[src/rtl/icache_pkg.sv]
// Shared types and helpers for the direct-mapped instruction cache.
// Holds the controller state encoding, the line geometry constants and the
// address-field extraction helpers used by icache and icache_line_array.
package icache_pkg;

    typedef enum logic [1:0] {
        IDLE     = 2'd0,
        MEM_READ = 2'd1,
        FILL     = 2'd2
    } state_e;

    localparam int LINE_W   = 128;
    localparam int OFFSET_W = 4;
    localparam int WORD_W   = 32;

    // Tag portion of a block address (block address = byte address >> OFFSET_W).
    function automatic logic [31:0] tagOf(input logic [31:0] blk, input int indexW);
        return blk >> indexW;
    endfunction

    // Index portion of a block address.
    function automatic logic [31:0] indexOf(input logic [31:0] blk, input int indexW);
        return blk & ((32'd1 << indexW) - 32'd1);
    endfunction

    // Word-within-block selector taken from the byte offset.
    function automatic logic [1:0] wordSel(input logic [OFFSET_W-1:0] offset);
        return offset[3:2];
    endfunction

    // Pick one 32-bit word out of a 128-bit line; word k lives at [32k+31:32k].
    function automatic logic [WORD_W-1:0] wordOf(input logic [LINE_W-1:0] line,
                                                 input logic [1:0] sel);
        return line[sel*WORD_W +: WORD_W];
    endfunction

endpackage

[src/rtl/icache_line_array.sv]
// Valid/tag/data storage for the instruction cache.
// Combinational read port addressed by index, one-line synchronous write
// port, and a synchronous clear of every valid bit on reset.
module icache_line_array
    import icache_pkg::*;
#(
    parameter int INDEX_W = 3,
    parameter int TAG_W   = 3
) (
    input  logic               clk_i,
    input  logic               reset_i,
    input  logic [INDEX_W-1:0] rdIndex_i,
    output logic               rdValid_o,
    output logic [TAG_W-1:0]   rdTag_o,
    output logic [LINE_W-1:0]  rdData_o,
    input  logic               wrEn_i,
    input  logic [INDEX_W-1:0] wrIndex_i,
    input  logic [TAG_W-1:0]   wrTag_i,
    input  logic [LINE_W-1:0]  wrData_i
);

    localparam int LINES = 1 << INDEX_W;

    logic [LINES-1:0]  valid_q;
    logic [TAG_W-1:0]  tag_q  [LINES];
    logic [LINE_W-1:0] data_q [LINES];

    // Valid bits: cleared by reset (which also wins over a pending fill), set by a fill.
    always_ff @(posedge clk_i) begin
        if (reset_i) begin
            valid_q <= '0;
        end else if (wrEn_i) begin
            valid_q[wrIndex_i] <= 1'b1;
        end
    end

    // Tag and data payload; only meaningful once the valid bit is set, so no reset.
    always_ff @(posedge clk_i) begin
        if (wrEn_i && !reset_i) begin
            tag_q[wrIndex_i]  <= wrTag_i;
            data_q[wrIndex_i] <= wrData_i;
        end
    end

    assign rdValid_o = valid_q[rdIndex_i];
    assign rdTag_o   = tag_q[rdIndex_i];
    assign rdData_o  = data_q[rdIndex_i];

endmodule

[src/rtl/icache.sv]
// Direct-mapped read-only instruction cache between CPU fetch and instruction memory.
// Hits return in the same cycle; a miss fetches one 16-byte block through
// IDLE -> MEM_READ -> FILL. Defining ICACHE_PERF_EN adds saturating
// hit_count/miss_count outputs.
module icache
    import icache_pkg::*;
#(
    parameter int ADDR_W  = 10,
    parameter int INDEX_W = 3
) (
    input  logic                       CLK,
    input  logic                       RESET,
    input  logic [31:0]                PC,
    output logic [31:0]                INSTRUCTION,
    output logic                       BUSYWAIT,
    output logic                       mem_read,
    output logic [ADDR_W-OFFSET_W-1:0] mem_address,
    input  logic [LINE_W-1:0]          mem_readdata,
    input  logic                       mem_busywait
`ifdef ICACHE_PERF_EN
    ,
    output logic [15:0]                hit_count,
    output logic [15:0]                miss_count
`endif
);

    localparam int BLK_W = ADDR_W - OFFSET_W;
    localparam int TAG_W = BLK_W - INDEX_W;

    state_e              state_q, state_d;
    logic [BLK_W-1:0]    reqAddr_q, reqAddr_d;
    logic [LINE_W-1:0]   lineBuf_q, lineBuf_d;

    logic [BLK_W-1:0]    pcBlk;
    logic [INDEX_W-1:0]  pcIndex;
    logic [TAG_W-1:0]    pcTag;
    logic                lineValid;
    logic [TAG_W-1:0]    lineTag;
    logic [LINE_W-1:0]   lineData;
    logic                hit;
    logic                busy;
    logic                fillEn;

    assign pcBlk   = PC[ADDR_W-1:OFFSET_W];
    assign pcIndex = INDEX_W'(indexOf(32'(pcBlk), INDEX_W));
    assign pcTag   = TAG_W'(tagOf(32'(pcBlk), INDEX_W));

    icache_line_array #(
        .INDEX_W (INDEX_W),
        .TAG_W   (TAG_W)
    ) u_lines (
        .clk_i     (CLK),
        .reset_i   (RESET),
        .rdIndex_i (pcIndex),
        .rdValid_o (lineValid),
        .rdTag_o   (lineTag),
        .rdData_o  (lineData),
        .wrEn_i    (fillEn),
        .wrIndex_i (INDEX_W'(indexOf(32'(reqAddr_q), INDEX_W))),
        .wrTag_i   (TAG_W'(tagOf(32'(reqAddr_q), INDEX_W))),
        .wrData_i  (lineBuf_q)
    );

    assign hit = lineValid && (lineTag == pcTag);

    // Controller next-state and outputs; PC only matters while IDLE.
    always_comb begin
        state_d   = state_q;
        reqAddr_d = reqAddr_q;
        lineBuf_d = lineBuf_q;
        busy      = 1'b0;
        mem_read  = 1'b0;
        fillEn    = 1'b0;
        unique case (state_q)
            IDLE: begin
                busy = !hit;
                if (!hit) begin
                    reqAddr_d = pcBlk;
                    state_d   = MEM_READ;
                end
            end
            MEM_READ: begin
                busy     = 1'b1;
                mem_read = 1'b1;
                if (!mem_busywait) begin
                    lineBuf_d = mem_readdata;
                    state_d   = FILL;
                end
            end
            FILL: begin
                busy    = 1'b1;
                fillEn  = 1'b1;
                state_d = IDLE;
            end
            default: state_d = IDLE;
        endcase
    end

    // Controller registers; reset abandons any in-flight request.
    always_ff @(posedge CLK) begin
        if (RESET) begin
            state_q   <= IDLE;
            reqAddr_q <= '0;
            lineBuf_q <= '0;
        end else begin
            state_q   <= state_d;
            reqAddr_q <= reqAddr_d;
            lineBuf_q <= lineBuf_d;
        end
    end

    assign mem_address = reqAddr_q;
    assign BUSYWAIT    = RESET ? 1'b0 : busy;
    assign INSTRUCTION = RESET ? '0 : wordOf(lineData, wordSel(PC[OFFSET_W-1:0]));

`ifdef ICACHE_PERF_EN
    logic [15:0] hitCount_q, hitCount_d;
    logic [15:0] missCount_q, missCount_d;

    // Saturating event counters for IDLE hits and IDLE->MEM_READ transitions.
    always_comb begin
        hitCount_d  = hitCount_q;
        missCount_d = missCount_q;
        if (state_q == IDLE && hit && hitCount_q != 16'hFFFF) begin
            hitCount_d = hitCount_q + 16'd1;
        end
        if (state_q == IDLE && !hit && missCount_q != 16'hFFFF) begin
            missCount_d = missCount_q + 16'd1;
        end
    end

    // Counter registers, cleared together with the rest of the cache.
    always_ff @(posedge CLK) begin
        if (RESET) begin
            hitCount_q  <= '0;
            missCount_q <= '0;
        end else begin
            hitCount_q  <= hitCount_d;
            missCount_q <= missCount_d;
        end
    end

    assign hit_count  = hitCount_q;
    assign miss_count = missCount_q;
`endif

endmodule
[config.mk]
export PLATFORM = sky130hd
export DESIGN_NAME = icache
export DESIGN_NICKNAME = d
export VERILOG_FILES = /design/src/rtl/icache_pkg.sv /design/src/rtl/icache_line_array.sv /design/src/rtl/icache.sv
export SDC_FILE = /design/constraint.sdc
export NUM_CORES = 1
export LEC_CHECK = 0
export BUFFER_PORTS_ARGS = -buffer_cell sky130_fd_sc_hd__buf_4
export CAP_MARGIN = 40
export CORE_UTILIZATION = 60
export DETAILED_ROUTE_END_ITERATION = 8
export PLACE_DENSITY_LB_ADDON = 0.08
export SYNTH_ARGS = -nofsm -noshare
export SYNTH_HDL_FRONTEND = slang
export SYNTH_HIERARCHICAL = 1
export SYNTH_SLANG_ARGS = --single-unit
[constraint.sdc]
create_clock -name CLK -period 19.5 [get_ports CLK]
set_clock_uncertainty 0.15 [all_clocks]
set_input_delay 0.975 -clock CLK [delete_from_list [all_inputs] [get_ports CLK]]
set_output_delay 0.975 -clock CLK [all_outputs]
set_load 0.02 [all_outputs]
Word-level counts from Yosys, hierarchy flattened
Memory sizes are Yosys's and may differ from the RTL's.
Cells that the tools add are included.

operators by class
  $lt $le $gt $ge = 3
  eq/ne operators = 5
  shift operators = 1
  mux-type cells = 14
  bitwise logic cells = 3
  reductions and logical operators = 10

operator list
  cell                  number
  $shiftx A128 B8 Y32   1
  $mux W32              1
  $lt A3 B4 Y1 const B  2
  $or A8 B8 Y8          1
  $mux W1               7
  $reduce_and A2 Y1     3
  $mux W2               2
  $ne A2 B2 Y1 const B  2
  $pmux W2 S2           1
  $bmux W1 S3           1
  $demux W1 S3          1
  $eq A3 B3 Y1          1
  $ge A3 B1 Y1 const B  1
  $logic_and A1 B1 Y1   3
  $eq A2 B1 Y1 const B  1
  $eq A2 B2 Y1 const B  1
  $logic_not A1 Y1      2
  $logic_not A2 Y1      1
  $not A1 Y1            2
  $pmux W1 S2           1
  $reduce_or A2 Y1      1

storage, ports and cells
  register bits after elaboration = 144
  bits in writable memories = 1048
  input port bits = 163
  memories kept = 2

memories
  name            depth  bits a word  read ports  clocked after Yosys merged registers in  write ports  RTL line                 text
  u_lines.data_q  8      128          1           0                                        1            icache_line_array.sv:26  logic [LINE_W-1:0] data_q [LINES];
  u_lines.tag_q   8      3            1           0                                        1            icache_line_array.sv:25  logic [TAG_W-1:0] tag_q [LINES];

Longest topological paths before layout
  depth in word-level cells = 6
  mapped depth = 8
  depth with buffers taken out = 5

Modules after synthesis
The synthesis kept the hierarchy.

by module, submodules not included
  module             instances  cells an instance  area an instance (µm²)
  icache_line_array  1          1566               40321.2
  icache             1          681                5871.9

Worst setup path before layout
No wires, ideal clock.

  path type = input -> register
  from = input RESET
  to = memory u_lines.data_q[0][0], enable pin
  library setup time = 942 ps
  arrival = 13553 ps
  required time = 18408 ps
  slack = 4855 ps
  cell stages on the path = 2
  path buffers = 1
  cells stage by stage = buf_1 nor4_1

between the ends
  cells in the longest elaborated chain, start to end = 4

ends and longest elaborated chain
  item                           RTL line                 text
  start: declaration             icache.sv:12             input logic RESET,
  $logic_not A1 Y1               icache_line_array.sv:39  if (wrEn_i && !reset_i) begin
  $logic_and A1 B1 Y1            icache_line_array.sv:39
  $mux W1                        icache_line_array.sv:39
  $mux W1 (not written as such)  icache_line_array.sv:41  data_q[wrIndex_i] <= wrData_i;
  end: declaration               icache_line_array.sv:26

Every way passes these cells.

Worst setup path after layout
  from = input PC[4]
  to = output INSTRUCTION[12]

between the ends
  cells in the longest elaborated chain, start to end = 3

ends and longest elaborated chain
  item                     RTL line          text
  start: declaration       icache.sv:13      input logic [31:0] PC,
  $mem_v2 Z8 W128          --
  named net lineData[108]  icache.sv:39      logic [LINE_W-1:0] lineData;
  $shiftx A128 B8 Y32      icache_pkg.sv:34  return line[sel*WORD_W +: WORD_W];
  $mux W32                 icache.sv:114     assign INSTRUCTION = RESET ? '0 : wordOf(lineData, wordSel(PC[OFFSET_W-1:0]));
  end: declaration         icache.sv:14      output logic [31:0] INSTRUCTION,

The timed path passes the listed nets, and every way through them passes these cells.

==> metrics.txt <==
post-synthesis mux area share=18.8%; Final period util=31.4%; min-delay src=u_lines/valid_q[0]$_SDFFE_PP0P_; Switching Share=20.5%; R2R depth=7; post-synth top area cell=edfxtp_1; met3 Use GR=3.40%; hold crit path type=flip-flop to flip-flop; Die Span X=279 um; total wire length=96.9 mm; die height=279 um; initial antenna violation count=0; largest stage delay on the critical path=0.80 ns; Layout Nets=2621; Crit path top cell by count=buf_4; status=completed; clock power share=41.2%; 1st-iter DRT viols=1794; CP Launch Type=input port; Peak supply drop=0.0709 mV; share of the synthesized area in the top cell type=68.1%; most common cell after layout, fill and taps aside=edfxtp_1; synthesized net count=2415; Rows=101; XOR/XNOR Fraction of Synth Area=0.0569%; worst slew pin tran=1.07 ns; number of remaining DRC errors=0; post-synthesis instance total=2247; full die area=78100 um2; hold_buf cts=0; Fmax achieved=163 MHz; CTS Buf Count=113; Max Transition Viols Final=0; Clock Path Buffers=3; post-layout min period=6.13 ns; post-CTS sizing=0; Switch Pwr=0.00109 W; Crit. End Element=primary output; Ports=203; Hold Path Sink=u_lines/valid_q[0]$_SDFFE_PP0P_; maxcap violations=0; # setup viols final=0; crit path DAT=5.00 ns; WP data required=18.38 ns; setup TNS=0 ns; diode count=0; core box area=76100 um2; mapped cell area=46200 um2; # clock sinks=1192; post-synthesis sequential area ratio=74.4%; Internal=0.00424 W; CTS tree=done; number of global-route vias before repair=22859; share of cells above drive strength 1=28.0%; setup repair bufs after CTS=0; clk slew on worst S/H paths=0.06 ns; worst path buffer plus inverter count=5; GP Congestion=0.750; GRT met2 Usage=42.4%; Setup CP Type=input port to primary output; number of cells on the critical path=9; Synth Area in Compound Gates=1.61%; worst reg2reg path endpoint=u_lines/data_q[4][114]$_DFFE_PP_; gr busiest metal=met2; largest family of logic cells by synthesized area=multiplexers; initial core utilization=60.7%; R2R Path Start=state_q[0]$_SDFFE_PP0P_; port buffer count=178; Sequential Power Share=53.4%; pwr/cell area=102 nW/um2; Synth Area in Simple Gates=3.06%; LEAKAGE=18.0 nW; slowest stage cell, crit path=buf_4; FF+latch area=34400 um2; Logic pwr share=5.4%; slew margin rel.=28.7%; final hold slack=0.312 ns; average wire per standard cell=27.1 um; Cell variety after synth=32; Yosys reg bits=1192; first drt pass iteration count=5; H-tree Lvls=3; Critical Path Fanout Max=71; reg2reg setup slack=16.16 ns; area grow syn2layout=13.6%; footprint of the multi-input gates=11000 um2; worst skew pair latency=0.68 ns; Adder-Cell Fraction of Synth Area=0.135%; most frequent cells in the layout=edfxtp_1, nand2_1, buf_4; Final ANT Viol Nets=0; delay-heaviest family, CP=buffers and inverters; RSZ-0062 raised after global routing=false; global route overflow=0; GRT Total Usage=25.3%; largest net degree at the start of global routing=132; Min-Delay Path Depth=2; vias=21949; Yosys warnings=6; hpwl dp=50.9 mm; top cells by area, synth=edfxtp_1, mux4_2, mux4_1, dfxtp_1, mux2_2; clk root buf=clkbuf_16; final hold viol count=0; Via-to-Cell Ratio=6.13; Fillers=4769; first-pass GRT wire length=144 mm; Post-Syn Area per Cell=20.6 um2; cell chain of the critical path=buf_8, buf_4, buf_4, buf_12, mux4_1, mux2_2, mux4_2, nor2b_1, buf_4; GRT met1 Usage=35.6%
[stage by stage]
stage	std cells	setup WS (ns)	total power [W]	util, %	area (um2)
finish	3580	13.37	0.00533	69.0	52500
global route	3580	13.12	0.00549	69.0	52500
CTS	3580	13.26	0.00537	69.0	52500
detailed placement	3368	13.27	0.00319	64.0	48700
global placement	3353	13.11	0.00317	63.5	48300
floorplan	2247	4.85	0.00308	-	46200
[tightest hold or removal path: stages, from the launching register on]
cell and delay (ns):
dfxtp_1 0.31, inv_1 0.05, a21oi_1 0.05
[Yosys cell counts, drive strengths merged]
master,number
mux2i,7
mux4,296
a21oi,135
nor4,4
nand4b,3
a41o,1
clkbuf,44
and2,2
a211oi,1
or2b,1
dfxtp,144
nand4bb,3
a41oi,4
inv,11
nor2,2
buf,89
xnor2,3
mux2,132
edfxtp,1048
nor2b,33
nor3,4
ha,5
nand2b,16
or4b,1
nand2,257
o21a,1
[registers in the layout (all words and copies together) (netlist names)]
name and cells:
lineBuf_q 128, u_lines/valid_q 8, state_q 2, mem_address 6, u_lines/data_q 1024, u_lines/tag_q 24
[cell type report]
class / count / area share [%]
clock buffers: 157 / 6.09
flip-flops and latches: 1192 / 65.5
repair buffers: 224 / 3.85
well taps: 1030 / 2.46
multi-input cells: 911 / 20.9
inverters: 11 / 0.0787
clock inverters: 55 / 1.09
[layer usage]
layer	part of all wire [%]	wire, um
met4	1.7	1660
met2	50	48900
met5	0	0
met1	43	41400
met3	5.2	5020
[worst max path at each step]
stage	start	end	slack [ns]
2_1_floorplan	RESET	u_lines/data_q[0][0]$_DFFE_PP_	4.85
3_3_place_gp	PC[4]	INSTRUCTION[9]	13.11
3_5_place_dp	PC[4]	INSTRUCTION[12]	13.27
4_1_cts	PC[4]	INSTRUCTION[12]	13.26
5_1_grt	PC[4]	INSTRUCTION[12]	13.12
6_report	PC[4]	INSTRUCTION[12]	13.37
[power groups by stage]
stage               Sequential, W  Clock, W  Combinational [W]
floorplan                 0.00289         0           0.000188
global placement          0.00290         0           0.000277
detailed placement        0.00290         0           0.000288
CTS                       0.00285   0.00223           0.000290
global route              0.00285   0.00233           0.000304
finish                    0.00285   0.00220           0.000286
[logic make-up (layout without fill, tap and decap cells)]
| logic type | count (synthesis) | in the layout |
|---|---|---|
| buf+inv | 144 | 447 |
| flops | 1192 | 1192 |
| mux | 435 | 435 |
| fa+ha+maj | 5 | 5 |
| xor+xnor | 3 | 3 |
| compound gates | 142 | 142 |
| simple gates | 326 | 326 |
Note: power is estimated with default switching activity, not from simulation.
